<file path="src/rtl/imem_loader_if.sv">
// Byte-stream input and instruction-RAM write port of the program loader.
// The loader drives the master side. The byte source and the RAM sit on the slave side.
interface imem_loader_if #(
  parameter int ADDR_W = 8
);
  logic [7:0]        rx_data;
  logic              rx_valid;
  logic              rx_ready;
  logic              we;
  logic [ADDR_W-1:0] waddr;
  logic [31:0]       wdata;

  modport master (
    input  rx_data, rx_valid,
    output rx_ready, we, waddr, wdata
  );

  modport slave (
    output rx_data, rx_valid,
    input  rx_ready, we, waddr, wdata
  );
endinterface

</file>
<file path="src/rtl/imem_loader.sv">
// Instruction-memory loader: NOP-fills the RAM, then writes a count-prefixed stream of
// little-endian 32-bit words into it. The CPU is held until the load completes.
module imem_loader #(
  parameter int          ADDR_W    = 8,
  parameter int          DEPTH     = 256,
  parameter logic [31:0] NOP_WORD  = 32'h0000_0013,
  parameter bit          BOOT_HOLD = 1'b1
) (
  input  logic                clk,
  input  logic                rst,
  input  logic                start_i,
  imem_loader_if.master       bus,
  output logic                cpu_hold_o,
  output logic                busy_o,
  output logic                done_o,
  output logic                err_o,
  output logic [8:0]          words_loaded_o
);

  localparam int                IW        = ADDR_W + 1;
  localparam logic [8:0]        DEPTH9    = 9'(DEPTH);
  localparam logic [ADDR_W-1:0] LAST_ADDR = ADDR_W'(DEPTH - 1);

  typedef enum logic [2:0] {
    S_IDLE, S_CLEAR, S_COUNT, S_BYTES, S_WRITE, S_DONE
  } state_e;

  state_e            state_q, state_d;
  logic              rx_ready_q, rx_ready_d;
  logic              we_q, we_d;
  logic [ADDR_W-1:0] waddr_q, waddr_d;
  logic [31:0]       wdata_q, wdata_d;
  logic              hold_q, hold_d;
  logic              busy_q, busy_d;
  logic              done_q, done_d;
  logic              err_q, err_d;
  logic [8:0]        words_q, words_d;
  logic [IW-1:0]     idx_q, idx_d;
  logic [8:0]        n_q, n_d;
  logic [1:0]        bcnt_q, bcnt_d;
  logic [31:0]       word_q, word_d;
  logic              accept;

  // rx_ready is a register, so a byte is taken only in cycles where it was already offered.
  assign accept = bus.rx_valid && rx_ready_q;

  // NOTE: every variable gets a default before the case so no path leaves it unassigned (no latches).
  always_comb begin
    state_d = state_q;
    we_d    = 1'b0;
    waddr_d = waddr_q;
    wdata_d = wdata_q;
    done_d  = 1'b0;
    hold_d  = hold_q;
    err_d   = err_q;
    words_d = words_q;
    idx_d   = idx_q;
    n_d     = n_q;
    bcnt_d  = bcnt_q;
    word_d  = word_q;

    unique case (state_q)
      S_IDLE: begin
        if (start_i) begin
          state_d = S_CLEAR;
          hold_d  = 1'b1;
          err_d   = 1'b0;
          idx_d   = '0;
          we_d    = 1'b1;
          waddr_d = '0;
          wdata_d = NOP_WORD;
        end
      end
      S_CLEAR: begin
        if (waddr_q == LAST_ADDR) begin
          state_d = S_COUNT;
        end else begin
          we_d    = 1'b1;
          waddr_d = waddr_q + ADDR_W'(1);
          wdata_d = NOP_WORD;
        end
      end
      S_COUNT: begin
        if (accept) begin
          bcnt_d = '0;
          if (bus.rx_data == 8'd0) begin
            state_d = S_DONE;
            done_d  = 1'b1;
            hold_d  = 1'b0;
            words_d = '0;
          end else if ({1'b0, bus.rx_data} > DEPTH9) begin
            err_d   = 1'b1;
            n_d     = DEPTH9;
            state_d = S_BYTES;
          end else begin
            n_d     = {1'b0, bus.rx_data};
            state_d = S_BYTES;
          end
        end
      end
      S_BYTES: begin
        if (accept) begin
          word_d[{bcnt_q, 3'b000} +: 8] = bus.rx_data;
          bcnt_d = bcnt_q + 2'd1;
          if (bcnt_q == 2'd3) begin
            state_d = S_WRITE;
            we_d    = 1'b1;
            waddr_d = idx_q[ADDR_W-1:0];
            wdata_d = word_d;
          end
        end
      end
      S_WRITE: begin
        idx_d = idx_q + IW'(1);
        if (32'(idx_q) + 32'd1 == 32'(n_q)) begin
          state_d = S_DONE;
          done_d  = 1'b1;
          hold_d  = 1'b0;
          words_d = n_q;
        end else begin
          state_d = S_BYTES;
        end
      end
      S_DONE:  state_d = S_IDLE;
      default: state_d = S_IDLE;
    endcase

    rx_ready_d = (state_d == S_COUNT) || (state_d == S_BYTES);
    busy_d     = (state_d != S_IDLE);
  end

  // NOTE: state registers use non-blocking assignments so all of them update together at the edge.
  always_ff @(posedge clk or posedge rst) begin
    if (rst) begin
      state_q    <= S_IDLE;
      rx_ready_q <= 1'b0;
      we_q       <= 1'b0;
      waddr_q    <= '0;
      wdata_q    <= '0;
      hold_q     <= BOOT_HOLD;
      busy_q     <= 1'b0;
      done_q     <= 1'b0;
      err_q      <= 1'b0;
      words_q    <= '0;
      idx_q      <= '0;
      n_q        <= '0;
      bcnt_q     <= '0;
      word_q     <= '0;
    end else begin
      state_q    <= state_d;
      rx_ready_q <= rx_ready_d;
      we_q       <= we_d;
      waddr_q    <= waddr_d;
      wdata_q    <= wdata_d;
      hold_q     <= hold_d;
      busy_q     <= busy_d;
      done_q     <= done_d;
      err_q      <= err_d;
      words_q    <= words_d;
      idx_q      <= idx_d;
      n_q        <= n_d;
      bcnt_q     <= bcnt_d;
      word_q     <= word_d;
    end
  end

  assign bus.rx_ready    = rx_ready_q;
  assign bus.we          = we_q;
  assign bus.waddr       = waddr_q;
  assign bus.wdata       = wdata_q;
  assign cpu_hold_o      = hold_q;
  assign busy_o          = busy_q;
  assign done_o          = done_q;
  assign err_o           = err_q;
  assign words_loaded_o  = words_q;

endmodule

</file>
<file path="src/flat_wrapper.sv">
// flat-port wrapper written by rule: the top's interface ports become plain ports
module imem_loader_flat 
#(
  parameter int          ADDR_W    = 8,
  parameter int          DEPTH     = 256,
  parameter logic [31:0] NOP_WORD  = 32'h0000_0013,
  parameter bit          BOOT_HOLD = 1'b1
)
  (clk, rst, start_i, cpu_hold_o, busy_o, done_o, err_o, words_loaded_o, bus_rx_data, bus_rx_valid, bus_rx_ready, bus_we, bus_waddr, bus_wdata);
  imem_loader_if #(.ADDR_W(ADDR_W)) bus_i ();
  input  logic clk;
  input  logic rst;
  input  logic start_i;
  output logic cpu_hold_o;
  output logic busy_o;
  output logic done_o;
  output logic err_o;
  output logic [8:0] words_loaded_o;
  input wire logic [$bits(bus_i.rx_data)-1:0] bus_rx_data;
  input wire logic [$bits(bus_i.rx_valid)-1:0] bus_rx_valid;
  output wire logic [$bits(bus_i.rx_ready)-1:0] bus_rx_ready;
  output wire logic [$bits(bus_i.we)-1:0] bus_we;
  output wire logic [$bits(bus_i.waddr)-1:0] bus_waddr;
  output wire logic [$bits(bus_i.wdata)-1:0] bus_wdata;
  assign bus_i.rx_data = bus_rx_data;
  assign bus_i.rx_valid = bus_rx_valid;
  assign bus_rx_ready = bus_i.rx_ready;
  assign bus_we = bus_i.we;
  assign bus_waddr = bus_i.waddr;
  assign bus_wdata = bus_i.wdata;
  imem_loader #(.ADDR_W(ADDR_W), .DEPTH(DEPTH), .NOP_WORD(NOP_WORD), .BOOT_HOLD(BOOT_HOLD)) u_core (.clk(clk), .rst(rst), .start_i(start_i), .bus(bus_i), .cpu_hold_o(cpu_hold_o), .busy_o(busy_o), .done_o(done_o), .err_o(err_o), .words_loaded_o(words_loaded_o));
endmodule
</file>
<file path="config.mk">
export PLATFORM = sky130hd
export DESIGN_NAME = imem_loader_flat
export DESIGN_NICKNAME = d
export VERILOG_FILES = /design/src/rtl/imem_loader_if.sv /design/src/rtl/imem_loader.sv /design/src/flat_wrapper.sv
export SDC_FILE = /design/constraint.sdc
export NUM_CORES = 1
export LEC_CHECK = 0
export CAP_MARGIN = 20
export CORE_MARGIN = 8
export CORE_UTILIZATION = 30
export DETAILED_ROUTE_END_ITERATION = 8
export HOLD_SLACK_MARGIN = 0.12
export PLACE_DENSITY = 0.59
export SETUP_SLACK_MARGIN = 0.3
export SYNTH_ARGS = -nofsm -noshare
export SYNTH_HDL_FRONTEND = slang
export SYNTH_SLANG_ARGS = --single-unit
</file>
<file path="constraint.sdc">
create_clock -name clk -period 4.05 [get_ports clk]
set_clock_uncertainty 0.2 [all_clocks]
set_input_delay 0.6075 -clock clk [delete_from_list [all_inputs] [get_ports clk]]
set_output_delay 0.6075 -clock clk [all_outputs]
set_load 0.02 [all_outputs]
</file>
==> results of run 1 <==
-- flip-flops by register name (all words and copies together) (netlist names), 2 cells and up --
| register | flops |
|---|---|
| u_core.bus.wdata | 32 |
| u_core.word_q | 32 |
| u_core.idx_q | 9 |
| u_core.bus.waddr | 8 |
| u_core.n_q | 8 |
| u_core.words_loaded_o | 8 |
| u_core.state_q | 3 |
| u_core.bcnt_q | 2 |
-- critical path: cells and delay by family (launching register included) --
kind | cells | cell delay, ns
AO/OA/AOI/OAI | 2 | 0.42
flip-flops | 1 | 0.53
multiplexers | 1 | 0.37
AND/OR/NAND/NOR | 3 | 1.31
-- worst paths after layout --
path                                   start                       end  slack, ns  depth (start not counted)
setup / recovery             u_core.idx_q[2]  u_core.words_loaded_o[7]       1.09                          6
hold / removal             u_core.word_q[29]         u_core.word_q[29]       0.28                          2
setup reg to reg             u_core.idx_q[2]  u_core.words_loaded_o[7]       1.09                          6
hold reg to reg            u_core.word_q[29]         u_core.word_q[29]       0.28                          2
max in group asynchronous                rst         u_core.word_q[26]       2.39                          3
min in group asynchronous                rst       u_core.bus.waddr[7]       0.51                          2
-- through the flow --
stage	setup slack, ns	instance area [sq um]	std cells
6_report	1.09	6300	804
5_1_grt	0.948	6300	804
4_1_cts	1.10	6300	804
3_5_place_dp	0.834	6000	789
3_3_place_gp	0.870	6000	789
2_1_floorplan	0.399	5100	523
-- routing by layer --
| layer | track usage, % | part of all wire (%) | vias up |
|---|---|---|---|
| li1 | - | - | 1941 |
| met1 | 17.7 | 48 | 2048 |
| met2 | 20.1 | 46 | 105 |
| met3 | 2.32 | 4.2 | 17 |
| met4 | 4.12 | 1.4 | 0 |
| met5 | 0 | 0 | - |
-- cells by family after synthesis --
| group | Yosys count | share of synthesized area [%] |
|---|---|---|
| compound gates | 160 | 18.2 |
| other cells | 1 | 0.0735 |
| xor+xnor | 11 | 2.16 |
| mux | 15 | 3.73 |
| simple gates | 174 | 17.2 |
| flops | 108 | 53.0 |
| fa+ha+maj | 8 | 1.96 |
| buf+inv | 46 | 3.70 |
-- final cells by class --
class	instances	share of cell area (%)
sequential	108	42.9
clock inverter	6	1.17
clock buffer	9	3.58
multi-input combinational	369	35.2
timing repair buffer	75	11.7
tap	220	4.37
inverter	17	1.05
-- cells in the final DEF, fill, tap and decap left out, types with 3 or more instances in the layout --
cell             instances
buf_4                    9
a22oi_1                  8
ha_1                     8
clkinv_4                 3
nand3_1                  6
nor2b_1                 34
a2bb2oi_1                3
dfrtp_1                107
xnor2_1                  4
clkdlybuf4s50_1         65
clkbuf_16                9
nand4_1                  4
nand2_1                 76
inv_1                   15
nor3_1                   6
o31ai_1                  4
mux2_2                   7
mux2_4                   6
nor2_1                  18
a221oi_1                 3
a22o_1                   3
a21oi_1                 35
xor2_1                   6
and3_1                   9
a31oi_1                  4
o21ai_0                 86
o41ai_1                  3
-- power by group through the flow --
stage / combinational, uW / clock [uW] / sequential (uW)
floorplan: 618 / 0 / 1370
global placement: 872 / 0 / 1390
detailed placement: 897 / 0 / 1400
CTS: 899 / 914 / 1380
global route: 1000 / 963 / 1400
finish: 895 / 901 / 1380
==> key figures, run 1 <==
Clock tree
  – Setup bufs post-CTS: 0
  – Clk sinks: between 100 and 150
  – Clock slew at reported path FFs: 0.07 ns
  – Post_cts resized: 0
  – CTS Buf Count: 9
  – Cts hold-fix bufs: 0
  – CTS tree: done
  – Clock Path Buffers: 2
  – Worst-Skew Late Latency: roughly 0.35 ns
  – H-tree levels: 3
  – CTS root buffer: clkbuf_16

Logic synthesis
  – Post-synth EDFFs: 0
  – Yosys warns: 0
  – Synth unique cells: slightly below 60
  – Top_reg_cell synth: dfrtp_1
  – Synth top area share: a little over half
  – Ys async rst share: between 90% and 100%
  – Syn Area/Cell: between 9 and 10 sq um
  – Netlist Area Pre-Place: approximately 5100 sq um
  – Cells after synthesis: 523
  – Top-count cell post-synth: dfrtp_1
  – Yosys top cell by area: dfrtp_1
  – Synthesized flop and latch total: between 100 and 150
  – Syn_nets: 543
  – Ranking of synthesized cells by area: dfrtp_1 52%, o21ai_0 8.4%, nand2_1 5.6%
  – Register area share after synthesis: about 53%
  – Commonest cells in the netlist: 107 x dfrtp_1, 86 x o21ai_0, 76 x nand2_1, 35 x a21oi_1, 34 x nor2b_1

Die
  – Row count: 47
  – IO Pins: 67
  – DIE AREA: around 21,000 sq um
  – DIE WIDTH: ~150 um
  – Die height: between 100 and 150 um
  – Starting Density: a little under a third
  – Core Area: approximately 17,000 sq um

GRT
  – Vias in the first global route: slightly above 4,000
  – Gr usage total: 12.9%
  – Initial antenna violation count: 0
  – Gr ovfl total: 0
  – First-pass GRT wire length: approximately 22 mm
  – Largest net degree at the start of global routing: 52

Setup path
  – Critical path arrival: between 2 and 3 ns
  – Max FO, Critical Path: 11
  – Crit. End Element: flip-flop
  – Kind of critical path: flip-flop to flip-flop
  – Slowest stage cell, crit path: or4_4
  – Crit path cell chain: nand3_2, or4_4, a211oi_2, o211ai_2, nor3_4, mux2_1
  – CP peak stage delay: 0.56 ns
  – Worst endpoint required time: 4.09 ns
  – Critical Path Source Type: flip-flop

Place
  – GPL Wtd Cong: about 0.84
  – Post-DP HPWL: between 9 and 10 mm
  – I/O Buffers: 65

STA
  – Least-Margin Pin Slew: between 0.9 and 1 ns
  – Max Clk Rate: 0.338 GHz
  – Period utilisation layout: between 70% and 80%
  – Slew Limit Fails: 0
  – Minimum clock period: around 3.0 ns
  – Tightest hold margin: about 0.28 ns
  – Setup-failing EPs final: 0
  – Rel. slew slack: 37.7%
  – Final hold viol count: 0
  – Sum of negative setup slack: 0 ns
  – RSZ-0062 raised after global routing: false

Power
  – Pwr Total: about 3200 uW
  – PwrDens: around 500 nW/um^2
  – Switch Pwr: 1150 uW
  – Leak: between 0.002 and 0.003 uW
  – Clk pwr share: roughly 28%
  – Sequential share of power: between 40 and 50%
  – Combinational power share: between 20 and 30%
  – Internal: approximately 2000 uW
  – Switching fraction of total power: approximately 36%
  – Peak supply drop: about 0.25 mV

Layout
  – Net count reported at finish: 600
  – Layout Utilization: a little under two fifths
  – Antenna Cells: 0
  – Area occupied by multi-input gates: around 2200 sq um
  – Fillers: approximately 1,700
  – Sequential Area: between 2000 and 3000 sq um
  – Share of layout cells above drive strength 1: 8.56%
  – Area growth from synthesis to layout: 23.4%

Routing
  – Routed WL per cell: ~17 um
  – Drt drc: 0
  – Vias per cell: slightly above 5
  – Initial drt markers: about 360
  – Post-route ant nets: 0
  – Vias: 4,111
  – First-pass iteration count of the detailed router: 5
  – Routed WL: about 14 mm

Job
  – Max-cap viol count: 0

Worst hold path
  – Hold WC Path Type: flip-flop to flip-flop

Run status
  – Status: finished, final reports clean
No activity file was read; power rests on OpenSTA's default activity.
==> inputs of run 2 (changes only) <==
==> constraint.sdc (replaced) <==
create_clock -name clk -period 2.85 [get_ports clk]
set_clock_uncertainty 0.2 [all_clocks]
set_input_delay 0.4275 -clock clk [delete_from_list [all_inputs] [get_ports clk]]
set_output_delay 0.4275 -clock clk [all_outputs]
set_load 0.02 [all_outputs]
==> run 2 against run 1 <==
Net effect: critical endpoint is now u_core.busy_o; worst hold slack gained 0.00060 ns; die area stayed put; first-iteration DRC count decreased by 4.8%; highest routed layer unchanged.
==> key figures, run 2 (synthesis results as in run 1) <==
Clock tree
  – Cts hold-fix bufs: 0
  – CTS tree: done
  – Clk sinks: 108
  – CTS Buf Count: 9
  – Clock slew at reported path FFs: ~0.08 ns
  – CTS root buffer: clkbuf_16
  – Worst-Skew Late Latency: around 0.35 ns
  – H-tree levels: 3
  – Clock Path Buffers: 2

Die
  – IO Pins: 67
  – Die height: 146 um
  – Core Area: roughly 17,000 sq um
  – Row count: 47
  – Starting Density: between 30% and 40%
  – DIE WIDTH: about 150 um
  – DIE AREA: between 20,000 and 25,000 sq um

Place
  – Dpl cells: ~810
  – I/O Buffers: 65
  – GPL Wtd Cong: between 0.8 and 0.9
  – Place WS: -0.149 ns
  – Post-DP HPWL: just over 10 mm
  – Post-DP Area: 6180 sq um

Routing
  – Routed WL per cell: approximately 17 um
  – Vias: about 4,200
  – Post-route ant nets: 0
  – First-pass iteration count of the detailed router: 5
  – Routed WL: 14.0 mm
  – Vias per cell: approximately 5.1
  – Initial drt markers: between 300 and 400
  – Drt drc: 0

Layout
  – Area growth from synthesis to layout: 28.7%
  – Sequential Area: around 2700 sq um
  – Commonest cells after routing, fill and taps aside: 102 x dfrtp_1, 86 x o21ai_0, 76 x nand2_1
  – Share of layout cells above drive strength 1: around 14%
  – Fillers: ~1,600
  – Finished layout cell area: 6570 sq um
  – Commonest non-fill, non-tap cell in the layout: dfrtp_1
  – Finished Layout Cells: about 830
  – Antenna Cells: 0
  – Area occupied by multi-input gates: ~2200 sq um
  – Layout Utilization: around two fifths
  – Net count reported at finish: approximately 630

Setup path
  – Critical path arrival: 2.54 ns
  – Kind of critical path: input port to flip-flop
  – Crit. End Element: flip-flop
  – Max FO, Critical Path: 2
  – Worst endpoint required time: around 2.9 ns
  – Critical Path Source Type: input port
  – Worst r2r path cells: 8

STA
  – Least-Margin Pin Slew: between 0.5 and 0.6 ns
  – Rel. slew slack: approximately three fifths
  – Final WS setup: about 0.34 ns
  – RSZ-0062 raised after global routing: true
  – Minimum clock period: between 2 and 3 ns
  – Slew Limit Fails: 0
  – Max Clk Rate: between 0.3 and 0.4 GHz
  – Setup-failing EPs final: 0
  – Final hold viol count: 0
  – Period utilisation layout: between 80% and 90%

Power
  – Pwr Total: roughly 4600 uW
  – Peak supply drop: 0.269 mV
  – PwrDens: 704 nW/um^2
  – Leak: roughly 0.0028 uW

GRT
  – Largest net degree at the start of global routing: 67
  – Initial antenna violation count: 0
  – Gr usage total: between 10% and 20%
  – Gr ovfl total: 0
  – Vias in the first global route: approximately 4,200
  – First-pass GRT wire length: roughly 23 mm

Job
  – Max-cap viol count: 0

Worst hold path
  – WHS Path Cells: 2
  – Hold WC Path Type: flip-flop to flip-flop

Run status
  – Status: finished, final reports clean
==> run 2: where the power goes <==
group,switching (uW),internal [uW]
combinational,820,532
clock,617,705
sequential,213,1740
total,1650,2970
==> run 2: timing repair <==
action / CTS / global route
setup endpoints to repair: 22 / 8
pin swaps: 1 / 2
setup buffers: 0 / 6
gates resized for setup: 7 / 6
==> run 2: critical path: stages <==
cell and delay (ns):
clkdlybuf4s50_1 0.43, or4_1 0.62, nor2_4 0.14, a31oi_1 0.10, a22o_1 0.22, a21oi_2 0.16, or4b_1 0.44
==> run 2: layout make-up <==
type                    instances  area share [%]
clock inverters                 6            1.22
repair buffers                101            14.6
inverters                      17            1.03
clock buffers                  10            3.49
flip-flops and latches        108            41.3
multi-input cells             369            34.2
well taps                     220            4.19
==> run 2: stage by stage <==
stage          hold slack, ns  TNS (ns)
6_report                0.276         0
5_1_grt                 0.295         0
4_1_cts                 0.280         0
3_5_place_dp            0.262    -0.149
3_3_place_gp            0.253    -0.113
2_1_floorplan           0.242         0
==> run 2: path summary, 6_finish.rpt <==
check                      slack, ns               from                        to
min reg2reg                     0.28  u_core.word_q[18]         u_core.word_q[18]
max in group asynchronous       1.77                rst      u_core.bus.wdata[20]
min in group asynchronous       0.33                rst       u_core.bus.waddr[5]
min                             0.28  u_core.word_q[18]         u_core.word_q[18]
max                             0.34     bus_rx_data[1]             u_core.busy_o
max reg2reg                     0.34    u_core.idx_q[0]  u_core.words_loaded_o[1]
==> run 2: metal layers <==
metal | share of wire (%) | up-vias | wire length (um) | track usage [%]
li1 | - | 1991 | - | -
met1 | 46 | 2100 | 6480 | 16.7
met2 | 48 | 106 | 6700 | 21.4
met3 | 4.1 | 23 | 569 | 3.09
met4 | 2.1 | 0 | 291 | 4.64
met5 | 0 | - | 0 | 0
